===== src/rtl/mem_port_arbiter_pkg.sv =====
// ---------------------------------------------------------------------------
// riscv_defs
// Shared types for the unified-memory port arbiter.
//   arb_owner_e : which pipeline port issued a memory transaction
//   arb_state_e : arbiter FSM states
//   hold_state  : maps an owner to the state that holds its request
// ---------------------------------------------------------------------------
package riscv_defs;

   typedef enum logic {
      OWNER_IF,
      OWNER_D
   } arb_owner_e;

   typedef enum logic [1:0] {
      IDLE,
      HOLD_IF,
      HOLD_D
   } arb_state_e;

   function automatic arb_state_e hold_state(input arb_owner_e owner);
      return (owner == OWNER_IF) ? HOLD_IF : HOLD_D;
   endfunction

endpackage


===== src/rtl/mem_port_arbiter_if.sv =====
// ---------------------------------------------------------------------------
// mem_port_arbiter_if
// Bundles the fetch port, data port, memory port and the sticky error flag
// of the memory port arbiter.
//   slave  : arbiter view (consumes i_* and drives o_*)
//   master : environment view (drives i_* and observes o_*)
// Parameters: NB_ADDR address width, NB_WORD data width.
// ---------------------------------------------------------------------------
interface mem_port_arbiter_if #(
   parameter int NB_ADDR = 32,
   parameter int NB_WORD = 32
);

   logic                 i_if_req;
   logic [NB_ADDR-1:0]   i_if_addr;
   logic                 o_if_gnt;
   logic                 o_if_rvalid;
   logic [NB_WORD-1:0]   o_if_rdata;

   logic                 i_d_req;
   logic                 i_d_we;
   logic [NB_WORD/8-1:0] i_d_be;
   logic [NB_ADDR-1:0]   i_d_addr;
   logic [NB_WORD-1:0]   i_d_wdata;
   logic                 o_d_gnt;
   logic                 o_d_rvalid;
   logic [NB_WORD-1:0]   o_d_rdata;

   logic                 o_mem_req;
   logic                 o_mem_we;
   logic [NB_WORD/8-1:0] o_mem_be;
   logic [NB_ADDR-1:0]   o_mem_addr;
   logic [NB_WORD-1:0]   o_mem_wdata;
   logic                 i_mem_gnt;
   logic                 i_mem_rvalid;
   logic [NB_WORD-1:0]   i_mem_rdata;

   logic                 o_err;

   modport slave (
      input  i_if_req, i_if_addr,
      output o_if_gnt, o_if_rvalid, o_if_rdata,
      input  i_d_req, i_d_we, i_d_be, i_d_addr, i_d_wdata,
      output o_d_gnt, o_d_rvalid, o_d_rdata,
      output o_mem_req, o_mem_we, o_mem_be, o_mem_addr, o_mem_wdata,
      input  i_mem_gnt, i_mem_rvalid, i_mem_rdata,
      output o_err
   );

   modport master (
      output i_if_req, i_if_addr,
      input  o_if_gnt, o_if_rvalid, o_if_rdata,
      output i_d_req, i_d_we, i_d_be, i_d_addr, i_d_wdata,
      input  o_d_gnt, o_d_rvalid, o_d_rdata,
      input  o_mem_req, o_mem_we, o_mem_be, o_mem_addr, o_mem_wdata,
      output i_mem_gnt, i_mem_rvalid, i_mem_rdata,
      input  o_err
   );

endinterface


===== src/rtl/mem_port_arbiter_tag_fifo.sv =====
// ---------------------------------------------------------------------------
// arb_tag_fifo
// In-order FIFO of owner tags, one entry per granted memory transaction.
//   i_clock, i_reset : clock, asynchronous active-high reset
//   i_push, i_tag    : record the owner of a newly granted transaction
//   i_pop            : retire the head when its response arrives
//   o_head           : owner of the oldest outstanding transaction
//   o_full, o_empty  : occupancy flags
// A push and a pop in the same cycle are accepted even when full.
// ---------------------------------------------------------------------------
module arb_tag_fifo
   import riscv_defs::*;
#(
   parameter int MAX_OUTSTANDING = 2
) (
   input  logic       i_clock,
   input  logic       i_reset,
   input  logic       i_push,
   input  logic       i_pop,
   input  arb_owner_e i_tag,
   output arb_owner_e o_head,
   output logic       o_full,
   output logic       o_empty
);

   localparam int PTR_W = (MAX_OUTSTANDING > 1) ? $clog2(MAX_OUTSTANDING) : 1;
   localparam int CNT_W = $clog2(MAX_OUTSTANDING + 1);

   arb_owner_e       tags_q [MAX_OUTSTANDING];
   logic [PTR_W-1:0] wr_ptr_q, wr_ptr_d;
   logic [PTR_W-1:0] rd_ptr_q, rd_ptr_d;
   logic [CNT_W-1:0] count_q, count_d;
   logic             do_push, do_pop;

   function automatic logic [PTR_W-1:0] ptr_inc(input logic [PTR_W-1:0] ptr);
      return (ptr == PTR_W'(MAX_OUTSTANDING - 1)) ? '0 : ptr + 1'b1;
   endfunction

   assign o_full  = (count_q == CNT_W'(MAX_OUTSTANDING));
   assign o_empty = (count_q == '0);
   assign o_head  = tags_q[rd_ptr_q];

   // A pop frees the slot a same-cycle push needs, so full only blocks a
   // push when nothing retires in that cycle.
   assign do_pop  = i_pop && !o_empty;
   assign do_push = i_push && (!o_full || do_pop);

   // Pointer and occupancy bookkeeping.
   always_comb begin
      wr_ptr_d = wr_ptr_q;
      rd_ptr_d = rd_ptr_q;
      count_d  = count_q;
      if (do_push) begin
         wr_ptr_d = ptr_inc(wr_ptr_q);
      end
      if (do_pop) begin
         rd_ptr_d = ptr_inc(rd_ptr_q);
      end
      if (do_push && !do_pop) begin
         count_d = count_q + 1'b1;
      end else if (!do_push && do_pop) begin
         count_d = count_q - 1'b1;
      end
   end

   // Storage and pointers; reset abandons every outstanding tag.
   always_ff @(posedge i_clock or posedge i_reset) begin
      if (i_reset) begin
         wr_ptr_q <= '0;
         rd_ptr_q <= '0;
         count_q  <= '0;
         for (int i = 0; i < MAX_OUTSTANDING; i++) begin
            tags_q[i] <= OWNER_IF;
         end
      end else begin
         wr_ptr_q <= wr_ptr_d;
         rd_ptr_q <= rd_ptr_d;
         count_q  <= count_d;
         if (do_push) begin
            tags_q[wr_ptr_q] <= i_tag;
         end
      end
   end

endmodule


===== src/rtl/mem_port_arbiter.sv =====
// ---------------------------------------------------------------------------
// mem_port_arbiter
// Shares one single-port memory between instruction fetch and the data
// (memory-stage) port. Data wins by default; a presented request is held
// until the memory grants it; owners of granted transactions are queued so
// in-order responses are routed back to the port that issued them.
//   i_clock, i_reset : clock, asynchronous active-high reset
//   bus (slave)      : fetch port, data port, memory port, sticky o_err
// Parameters: NB_ADDR, NB_WORD, MAX_OUTSTANDING (power of 2, >= 1).
// Optional macro ARB_STARVE_GUARD_EN adds STARVE_LIMIT and a counter that
// forces fetch to win after STARVE_LIMIT consecutive losses to data.
// ---------------------------------------------------------------------------
module mem_port_arbiter
   import riscv_defs::*;
#(
   parameter int NB_ADDR         = 32,
   parameter int NB_WORD         = 32,
   parameter int MAX_OUTSTANDING = 2
`ifdef ARB_STARVE_GUARD_EN
   ,
   parameter int STARVE_LIMIT    = 4
`endif
) (
   input logic               i_clock,
   input logic               i_reset,
   mem_port_arbiter_if.slave bus
);

   arb_state_e           state_q, state_d;
   arb_owner_e           sel_owner;
   arb_owner_e           fifo_head;
   logic                 sel_valid;
   logic                 mem_req;
   logic                 grant;
   logic                 fifo_full, fifo_empty, fifo_pop, can_push;
   logic                 starve_force;
   logic                 err_q, err_d;
   logic                 rsp_if, rsp_d;
   logic                 sel_we;
   logic [NB_WORD/8-1:0] sel_be;
   logic [NB_ADDR-1:0]   sel_addr;
   logic [NB_WORD-1:0]   sel_wdata;

   // A response retires the head tag; with nothing outstanding it is dropped.
   assign fifo_pop = bus.i_mem_rvalid && !fifo_empty && !i_reset;
   assign can_push = !fifo_full || fifo_pop;

   // Arbitration and hold FSM. In IDLE the winner is chosen and presented in
   // the same cycle; a presented but ungranted request is locked in HOLD_x
   // so the other port cannot preempt it. A full tag FIFO suppresses the
   // request entirely, and IDLE simply re-arbitrates once room appears.
   always_comb begin
      state_d   = state_q;
      sel_owner = OWNER_D;
      sel_valid = 1'b0;
      case (state_q)
         IDLE: begin
            if (bus.i_if_req && (!bus.i_d_req || starve_force)) begin
               sel_owner = OWNER_IF;
               sel_valid = 1'b1;
            end else if (bus.i_d_req) begin
               sel_owner = OWNER_D;
               sel_valid = 1'b1;
            end
         end
         HOLD_IF: begin
            sel_owner = OWNER_IF;
            sel_valid = 1'b1;
         end
         HOLD_D: begin
            sel_owner = OWNER_D;
            sel_valid = 1'b1;
         end
         default: begin
            sel_valid = 1'b0;
         end
      endcase
      mem_req = sel_valid && can_push && !i_reset;
      grant   = mem_req && bus.i_mem_gnt;
      if (state_q == IDLE) begin
         if (mem_req && !grant) begin
            state_d = hold_state(sel_owner);
         end
      end else if (grant) begin
         state_d = IDLE;
      end
   end

   // Memory-side request fields; fetch is always a full-word read.
   always_comb begin
      sel_we    = 1'b0;
      sel_be    = '0;
      sel_addr  = '0;
      sel_wdata = '0;
      if (sel_valid && !i_reset) begin
         if (sel_owner == OWNER_IF) begin
            sel_be   = '1;
            sel_addr = bus.i_if_addr;
         end else begin
            sel_we    = bus.i_d_we;
            sel_be    = bus.i_d_be;
            sel_addr  = bus.i_d_addr;
            sel_wdata = bus.i_d_wdata;
         end
      end
   end

   assign bus.o_mem_req   = mem_req;
   assign bus.o_mem_we    = sel_we;
   assign bus.o_mem_be    = sel_be;
   assign bus.o_mem_addr  = sel_addr;
   assign bus.o_mem_wdata = sel_wdata;
   assign bus.o_if_gnt    = grant && (sel_owner == OWNER_IF);
   assign bus.o_d_gnt     = grant && (sel_owner == OWNER_D);

   assign rsp_if          = fifo_pop && (fifo_head == OWNER_IF);
   assign rsp_d           = fifo_pop && (fifo_head == OWNER_D);
   assign bus.o_if_rvalid = rsp_if;
   assign bus.o_if_rdata  = rsp_if ? bus.i_mem_rdata : '0;
   assign bus.o_d_rvalid  = rsp_d;
   assign bus.o_d_rdata   = rsp_d ? bus.i_mem_rdata : '0;

   assign err_d     = err_q || (bus.i_mem_rvalid && fifo_empty);
   assign bus.o_err = err_q;

   // State register and sticky protocol error.
   always_ff @(posedge i_clock or posedge i_reset) begin
      if (i_reset) begin
         state_q <= IDLE;
         err_q   <= 1'b0;
      end else begin
         state_q <= state_d;
         err_q   <= err_d;
      end
   end

`ifdef ARB_STARVE_GUARD_EN
   localparam int STARVE_W = $clog2(STARVE_LIMIT + 1);

   logic [STARVE_W-1:0] starve_q, starve_d;

   // Counts IDLE arbitrations that fetch lost to data; a fetch grant or an
   // idle fetch port clears it, and reaching the limit hands fetch the next
   // IDLE arbitration.
   always_comb begin
      starve_d = starve_q;
      if (!bus.i_if_req || (grant && (sel_owner == OWNER_IF))) begin
         starve_d = '0;
      end else if ((state_q == IDLE) && mem_req && (sel_owner == OWNER_D) &&
                   (starve_q != STARVE_W'(STARVE_LIMIT))) begin
         starve_d = starve_q + 1'b1;
      end
   end

   always_ff @(posedge i_clock or posedge i_reset) begin
      if (i_reset) begin
         starve_q <= '0;
      end else begin
         starve_q <= starve_d;
      end
   end

   assign starve_force = (starve_q == STARVE_W'(STARVE_LIMIT));
`else
   assign starve_force = 1'b0;
`endif

   arb_tag_fifo #(
      .MAX_OUTSTANDING(MAX_OUTSTANDING)
   ) u_tag_fifo (
      .i_clock(i_clock),
      .i_reset(i_reset),
      .i_push (grant),
      .i_pop  (fifo_pop),
      .i_tag  (sel_owner),
      .o_head (fifo_head),
      .o_full (fifo_full),
      .o_empty(fifo_empty)
   );

endmodule


===== src/flat_wrapper.sv =====
// flat-port wrapper written by rule: the top's interface ports become plain ports
module mem_port_arbiter_flat import riscv_defs::*;
#(
   parameter int NB_ADDR         = 32,
   parameter int NB_WORD         = 32,
   parameter int MAX_OUTSTANDING = 2

)
  (i_clock, i_reset, bus_i_if_req, bus_i_if_addr, bus_o_if_gnt, bus_o_if_rvalid, bus_o_if_rdata, bus_i_d_req, bus_i_d_we, bus_i_d_be, bus_i_d_addr, bus_i_d_wdata, bus_o_d_gnt, bus_o_d_rvalid, bus_o_d_rdata, bus_o_mem_req, bus_o_mem_we, bus_o_mem_be, bus_o_mem_addr, bus_o_mem_wdata, bus_i_mem_gnt, bus_i_mem_rvalid, bus_i_mem_rdata, bus_o_err);
  mem_port_arbiter_if #(.NB_ADDR(NB_ADDR), .NB_WORD(NB_WORD)) bus_i ();
  input logic i_clock;
  input logic i_reset;
  input wire logic [$bits(bus_i.i_if_req)-1:0] bus_i_if_req;
  input wire logic [$bits(bus_i.i_if_addr)-1:0] bus_i_if_addr;
  output wire logic [$bits(bus_i.o_if_gnt)-1:0] bus_o_if_gnt;
  output wire logic [$bits(bus_i.o_if_rvalid)-1:0] bus_o_if_rvalid;
  output wire logic [$bits(bus_i.o_if_rdata)-1:0] bus_o_if_rdata;
  input wire logic [$bits(bus_i.i_d_req)-1:0] bus_i_d_req;
  input wire logic [$bits(bus_i.i_d_we)-1:0] bus_i_d_we;
  input wire logic [$bits(bus_i.i_d_be)-1:0] bus_i_d_be;
  input wire logic [$bits(bus_i.i_d_addr)-1:0] bus_i_d_addr;
  input wire logic [$bits(bus_i.i_d_wdata)-1:0] bus_i_d_wdata;
  output wire logic [$bits(bus_i.o_d_gnt)-1:0] bus_o_d_gnt;
  output wire logic [$bits(bus_i.o_d_rvalid)-1:0] bus_o_d_rvalid;
  output wire logic [$bits(bus_i.o_d_rdata)-1:0] bus_o_d_rdata;
  output wire logic [$bits(bus_i.o_mem_req)-1:0] bus_o_mem_req;
  output wire logic [$bits(bus_i.o_mem_we)-1:0] bus_o_mem_we;
  output wire logic [$bits(bus_i.o_mem_be)-1:0] bus_o_mem_be;
  output wire logic [$bits(bus_i.o_mem_addr)-1:0] bus_o_mem_addr;
  output wire logic [$bits(bus_i.o_mem_wdata)-1:0] bus_o_mem_wdata;
  input wire logic [$bits(bus_i.i_mem_gnt)-1:0] bus_i_mem_gnt;
  input wire logic [$bits(bus_i.i_mem_rvalid)-1:0] bus_i_mem_rvalid;
  input wire logic [$bits(bus_i.i_mem_rdata)-1:0] bus_i_mem_rdata;
  output wire logic [$bits(bus_i.o_err)-1:0] bus_o_err;
  assign bus_i.i_if_req = bus_i_if_req;
  assign bus_i.i_if_addr = bus_i_if_addr;
  assign bus_o_if_gnt = bus_i.o_if_gnt;
  assign bus_o_if_rvalid = bus_i.o_if_rvalid;
  assign bus_o_if_rdata = bus_i.o_if_rdata;
  assign bus_i.i_d_req = bus_i_d_req;
  assign bus_i.i_d_we = bus_i_d_we;
  assign bus_i.i_d_be = bus_i_d_be;
  assign bus_i.i_d_addr = bus_i_d_addr;
  assign bus_i.i_d_wdata = bus_i_d_wdata;
  assign bus_o_d_gnt = bus_i.o_d_gnt;
  assign bus_o_d_rvalid = bus_i.o_d_rvalid;
  assign bus_o_d_rdata = bus_i.o_d_rdata;
  assign bus_o_mem_req = bus_i.o_mem_req;
  assign bus_o_mem_we = bus_i.o_mem_we;
  assign bus_o_mem_be = bus_i.o_mem_be;
  assign bus_o_mem_addr = bus_i.o_mem_addr;
  assign bus_o_mem_wdata = bus_i.o_mem_wdata;
  assign bus_i.i_mem_gnt = bus_i_mem_gnt;
  assign bus_i.i_mem_rvalid = bus_i_mem_rvalid;
  assign bus_i.i_mem_rdata = bus_i_mem_rdata;
  assign bus_o_err = bus_i.o_err;
  mem_port_arbiter #(.NB_ADDR(NB_ADDR), .NB_WORD(NB_WORD), .MAX_OUTSTANDING(MAX_OUTSTANDING)) u_core (.i_clock(i_clock), .i_reset(i_reset), .bus(bus_i));
endmodule

===== config.mk =====
export PLATFORM = sky130hd
export DESIGN_NAME = mem_port_arbiter_flat
export DESIGN_NICKNAME = d
export VERILOG_FILES = /design/src/rtl/mem_port_arbiter_pkg.sv /design/src/rtl/mem_port_arbiter_if.sv /design/src/rtl/mem_port_arbiter_tag_fifo.sv /design/src/rtl/mem_port_arbiter.sv /design/src/flat_wrapper.sv
export SDC_FILE = /design/constraint.sdc
export NUM_CORES = 1
export LEC_CHECK = 0
export BUFFER_PORTS_ARGS = -buffer_cell sky130_fd_sc_hd__buf_2
export CAP_MARGIN = 15
export CORE_AREA = 3 3 107 109
export CTS_CLUSTER_DIAMETER = 100
export DETAILED_ROUTE_END_ITERATION = 7
export DIE_AREA = 0 0 110 112
export GPL_ROUTABILITY_DRIVEN = 0
export SYNTH_ARGS = -nofsm -noshare
export SYNTH_HDL_FRONTEND = slang
export SYNTH_SLANG_ARGS = --single-unit

===== constraint.sdc =====
create_clock -name i_clock -period 2.4 [get_ports i_clock]
set_clock_uncertainty 0.2 [all_clocks]
set_input_delay 0.48 -clock i_clock [delete_from_list [all_inputs] [get_ports i_clock]]
set_output_delay 0.48 -clock i_clock [all_outputs]
set_load 0.01 [all_outputs]

Yosys cells after proc, flatten, opt, wreduce, memory -nomap -nowiden
Index checks and enable logic that the tools add are counted.
{"block": "totals", "reg_bits": 9, "out_inout_bits": 139}
{"block": "op_classes", "n_eq_ne": 4, "add_sub_neg": 4, "magnitude_cmp": 3, "mux": 29, "reduce_logical": 34, "bitwise": 4}
{"op": "2-to-1 mux 32 bit", "n": 6}
{"op": "logical AND 1 bit", "n": 18}
{"op": "2-to-1 mux 2 bit", "n": 6}
{"op": "2-to-1 mux 1 bit", "n": 11}
{"op": "2-to-1 mux 4 bit", "n": 2}
{"op": "logical NOT 1 bit", "n": 7}
{"op": "== test 2 bit (second input constant)", "n": 2}
{"op": "greater-or-equal comparator 2 bit (second input constant)", "n": 2}
{"op": "logical NOT 2 bit", "n": 2}
{"op": "NOT 1 -> 2 bit", "n": 2}
{"op": "case mux 1 bit (2 select lines)", "n": 2}
{"op": "nonzero test 2 bit", "n": 2}
{"op": "logical OR 1 bit", "n": 3}
{"op": "adder 1 bit (second input constant)", "n": 2}
{"op": "adder 2 x 1 -> 2 bit (second input constant)", "n": 1}
{"op": "bitwise mux 2 bit", "n": 1}
{"op": "== test 2 x 1 -> 1 bit (second input constant)", "n": 1}
{"op": "< comparator 2 x 1 -> 1 bit (second input constant)", "n": 1}
{"op": "!= test 2 bit (second input constant)", "n": 1}
{"op": "NOT 1 bit", "n": 2}
{"op": "AND reduction 2 bit", "n": 1}
{"op": "OR reduction 2 bit", "n": 1}
{"op": "subtractor 2 x 1 -> 2 bit (second input constant)", "n": 1}
{"op": "demux 1 bit (select 1 bit)", "n": 1}

Depth between registers and ports, before layout
{"block": "depth", "ltp_word": 13, "ltp_mapped": 9, "ltp_nobuf": 9}

Hierarchy
Synthesis repeated with hierarchy kept, for this count alone.
{"block": "unflattened", "cells_unflattened": 292, "hier_area_um2": 1809.2}
{"mod": "mem_port_arbiter", "seq_area_each_um2": 75.1, "cells_per_inst": 265, "area_each_um2": 1501.4, "instances": 1}
{"mod": "arb_tag_fifo", "seq_area_each_um2": 150.1, "cells_per_inst": 27, "area_each_um2": 307.8, "instances": 1}

Worst setup path after synthesis
Ideal clock, no wire load.
{"block": "synth_timing", "kind": "reg-to-output", "start": "register u_core.state_q[0]", "end": "output bus_o_mem_wdata[10]", "n_path_buf": 1, "path_stages_with_launch": 7, "arrival_time_ps": 1663, "slack_ps": 57, "cell_sequence": "dfrtp_1 > inv_1 > ha_1 > mux2_2 > nor2_2 > clkbuf_1 > and2_1"}
{"block": "synth_via", "elab_chain_cells": 5, "elab_cells_between_ends": 9, "classes_between": "eq/ne (2); mux (4); reduce/logical (3)"}
{"element": "start, declared", "line_no": "mem_port_arbiter.sv:29", "source": "arb_state_e state_q, state_d;"}
{"element": "start signal, assigned", "line_no": "mem_port_arbiter.sv:132", "source": "state_q <= state_d;"}
{"element": "== test 2 x 1 -> 1 bit / == test 2 bit (equally long branches)", "line_no": "mem_port_arbiter.sv:56", "source": "case (state_q)"}
{"element": "OR reduction 2 bit (no line)"}
{"element": "case mux 1 bit (2 select lines)", "line_no": "mem_port_arbiter.sv:56"}
{"element": "logical AND 1 bit", "line_no": "mem_port_arbiter.sv:95", "source": "if (sel_valid && !i_reset) begin"}
{"element": "2-to-1 mux 32 bit (*)", "line_no": "mem_port_arbiter.sv:95"}
{"element": "end, declared", "line_no": "flat_wrapper.sv:30", "source": "output wire logic [$bits(bus_i.o_mem_wdata)-1:0] bus_o_mem_wdata;"}
Every way passes the cells marked *; elsewhere a longest branch is shown, timed or not.

Final worst setup path
{"block": "layout_timing", "start": "register u_core.state_q[0]", "end": "output bus_o_mem_wdata[0]"}
The elaborated chain is that of the path after synthesis.

==> impl_metrics.py <==
metrics = {
    "min_path": {
        "worstHoldPathType": "input pin to asynchronous set/reset pin",
    },
    "grt": {
        "grt_pass1_wl_microns": 12400,
        "grt_max_degree": 35,
        "grt.overflow.total": 0,
        "grt_pass1_vias": 2527,
        "antenna_found_initial": 0,
        "grt_usage_pct": 12.1,
    },
    "power": {
        "finalPower_mw": 0.798,
        "ir_drop_mv": 0.311,
        "cellPowerDensity_nw_per_um2": 206,
        "p_leak_nw": 2.31,
    },
    "clock_tree": {
        "tritoncts": "built",
        "ctsHoldBuffers": 0,
        "clock-sinks": 9,
        "cts_root_buffer": "clkbuf_8",
        "clk_pin_slew_ns": 0.04,
        "insertion_delay_ns": 0.23,
        "cts_buffers": 3,
        "cts-htree-levels": 1,
        "clk_path_buf_depth": 2,
    },
    "logic_synthesis": {
        "avgSynthCellArea_sq_um": 5.34,
        "yosys.cell_types.count": 26,
        "synth_top_cell_by_area": "nand2_1",
        "synth-edff-count": 0,
        "yosysMostFrequentCell": "nand2_1",
        "synth_nets": 459,
        "synth_top_area_share_pct": 21.8,
        "ys_top_cells_by_count": "nand2_1, nor2_1, and2_1",
        "yosysWarnings": 0,
        "syn_inst": 316,
        "synth_area_sq_um": 1690,
        "async_flop_share_pct": 100,
        "ys_ff_latch": 9,
        "synthFlopType": "dfrtp_1",
        "ys_top_cells_by_area": "nand2_1, nor2_1, dfrtp_1",
        "ys_seq_area_share_pct": 13.3,
    },
    "finish": {
        "fill_cells": 1139,
        "fin_nets": 745,
        "utilization_pct": 36.2,
        "area_growth_pct": 129,
        "multiInputGateArea_sq_um": 1510,
        "drive_gt1_share_pct": 59.6,
        "seqCellArea_sq_um": 225,
        "antenna_cells": 0,
    },
    "drt": {
        "finalWirelength_microns": 9460,
        "routed-via-count": 3013,
        "routed_via_density": 4.07,
        "drt_iter0_drc": 126,
        "ant_nets": 0,
        "wire_per_inst_microns": 12.8,
        "firstDrtPassIters": 4,
        "drc": 0,
    },
    "worst_setup_path": {
        "end_kind": "output pin",
        "crit_fanout": 8,
        "critPathKind": "register to output pin",
        "r2r_slack_ns": 0.07,
        "startpoint_type": "register",
        "required_ns": 1.72,
        "crit_arrival_ns": 1.84,
    },
    "floorplanning": {
        "fp.dieW_microns": 110,
        "initial_core_util_pct": 15.8,
        "pin_count": 278,
        "core_sq_um": 10700,
        "die_area_sq_um": 12300,
        "die_h_microns": 112,
        "rows": 38,
    },
    "sta": {
        "finalCritPeriodShare_pct": 105,
        "setup_tns_ns": -5.63,
        "slew-limit-headroom_pct": 72.5,
        "fin_crit_ns": 2.52,
        "max_freq_mhz": 397,
        "finalHoldViolCount": 0,
        "setup_ws_ns": -0.121,
        "worst_pin_slew_ns": 0.410,
        "setup_viol": 72,
        "rsz0062_at_grt": "true",
        "drv_slew": 0,
    },
    "job": {
        "max-cap-violations": 0,
    },
    "run_status": {
        "violations": "setup timing",
        "status": "finished, violations left",
    },
    "place": {
        "dp_hpwl_microns": 6890,
        "placement.io_buffers": 277,
    },
}
==> critical path, stage by stage (launching register included) <==
cell     delay (ns)
dfrtp_1        0.39
buf_6          0.14
ha_4           0.16
mux2_4         0.30
nor2_4         0.16
buf_6          0.13
buf_16         0.11
and2_4         0.13
buf_6          0.09
==> metal layers <==
metal / vias up / track usage, % / wire length [microns] / part of all wire [%]
li1: 1556 / - / - / -
met1: 1328 / 15.6 / 3720 / 39
met2: 125 / 22.1 / 4930 / 52
met3: 4 / 1.45 / 772 / 8.2
met4: 0 / 0.998 / 43 / 0.45
met5: - / 0 / 0 / 0
==> area by class of cell <==
cell class	instances	area share, %
Timing Repair Buffer	305	49.0
Clock buffer	4	1.16
Inverter	5	0.485
Multi-Input combinational cell	278	39.0
Tap cell	140	4.53
Sequential cell	9	5.82
==> path summary, 6_finish.rpt <==
kind,from,endpoint,cells after the start
hold reg to reg,u_core.bus.o_err,u_core.bus.o_err,1
min in group i_clock,u_core.bus.o_err,u_core.bus.o_err,1
hold / removal,i_reset,u_core.state_q[1],2
setup reg to reg,u_core.state_q[0],u_core.u_tag_fifo.count_q[1],12
setup / recovery,u_core.state_q[0],bus_o_mem_wdata[0],8
max in group asynchronous,i_reset,u_core.u_tag_fifo.tags_q[1],2
==> state kept, by name, summed over array words and instances (netlist names) <==
name and count:
u_core.u_tag_fifo.count_q 2, u_core.state_q 2, u_core.u_tag_fifo.wr_ptr_q 1, u_core.u_tag_fifo.rd_ptr_q 1, u_core.bus.o_err 1, u_core.u_tag_fifo.tags_q 2
==> metrics by stage <==
step                      instances  area (sq um)  hold WS (ns)  setup slack, ns
after floorplan                 316          1690         0.108           0.0572
after global placement          724          3380         0.246          -0.0408
after detailed placement        724          3380         0.258          -0.0516
after CTS                       735          3600        0.0583           -0.148
after global routing            741          3870        0.0898           -0.205
final                           741          3870        0.0537           -0.121
==> kinds of logic after synthesis <==
logic type,synth area share [%]
AND/OR/NAND/NOR,55.7
AO/OA/AOI/OAI,13.7
buffers and inverters,7.78
flip-flops,13.3
multiplexers,3.85
XOR/XNOR,2.59
adder cells (fa/ha/maj),2.97
==> power breakdown <==
group / total [mW] / leakage, nW / internal (mW) / switching, mW
registers: 0.211 / 0.0982 / 0.179 / 0.0314
clock network: 0.170 / 0.0228 / 0.115 / 0.0544
logic: 0.418 / 2.19 / 0.204 / 0.214
total: 0.798 / 2.31 / 0.499 / 0.300
==> placed cells by master (no fill, tap or decap), drive strengths merged, types with 3 or more instances in the layout <==
cell type / synthesis / final
dfrtp: 9 / 9
nor2: 82 / 82
inv: 5 / 5
clkbuf: 13 / 7
nor3: 5 / 5
nor2b: 3 / 3
xnor2: 3 / 3
mux2: 4 / 4
nand2: 98 / 98
and2: 33 / 33
a21oi: 32 / 32
buf: 11 / 302
ha: 4 / 4
==> timing repair <==
action                                  CTS  global route
endpoints found under the setup margin   72            75
pin swaps                                 2            12
gates resized for setup                  17            59
buffers inserted                          4             5
gates cloned                              3             5
Power figures use the tool's default switching activity.
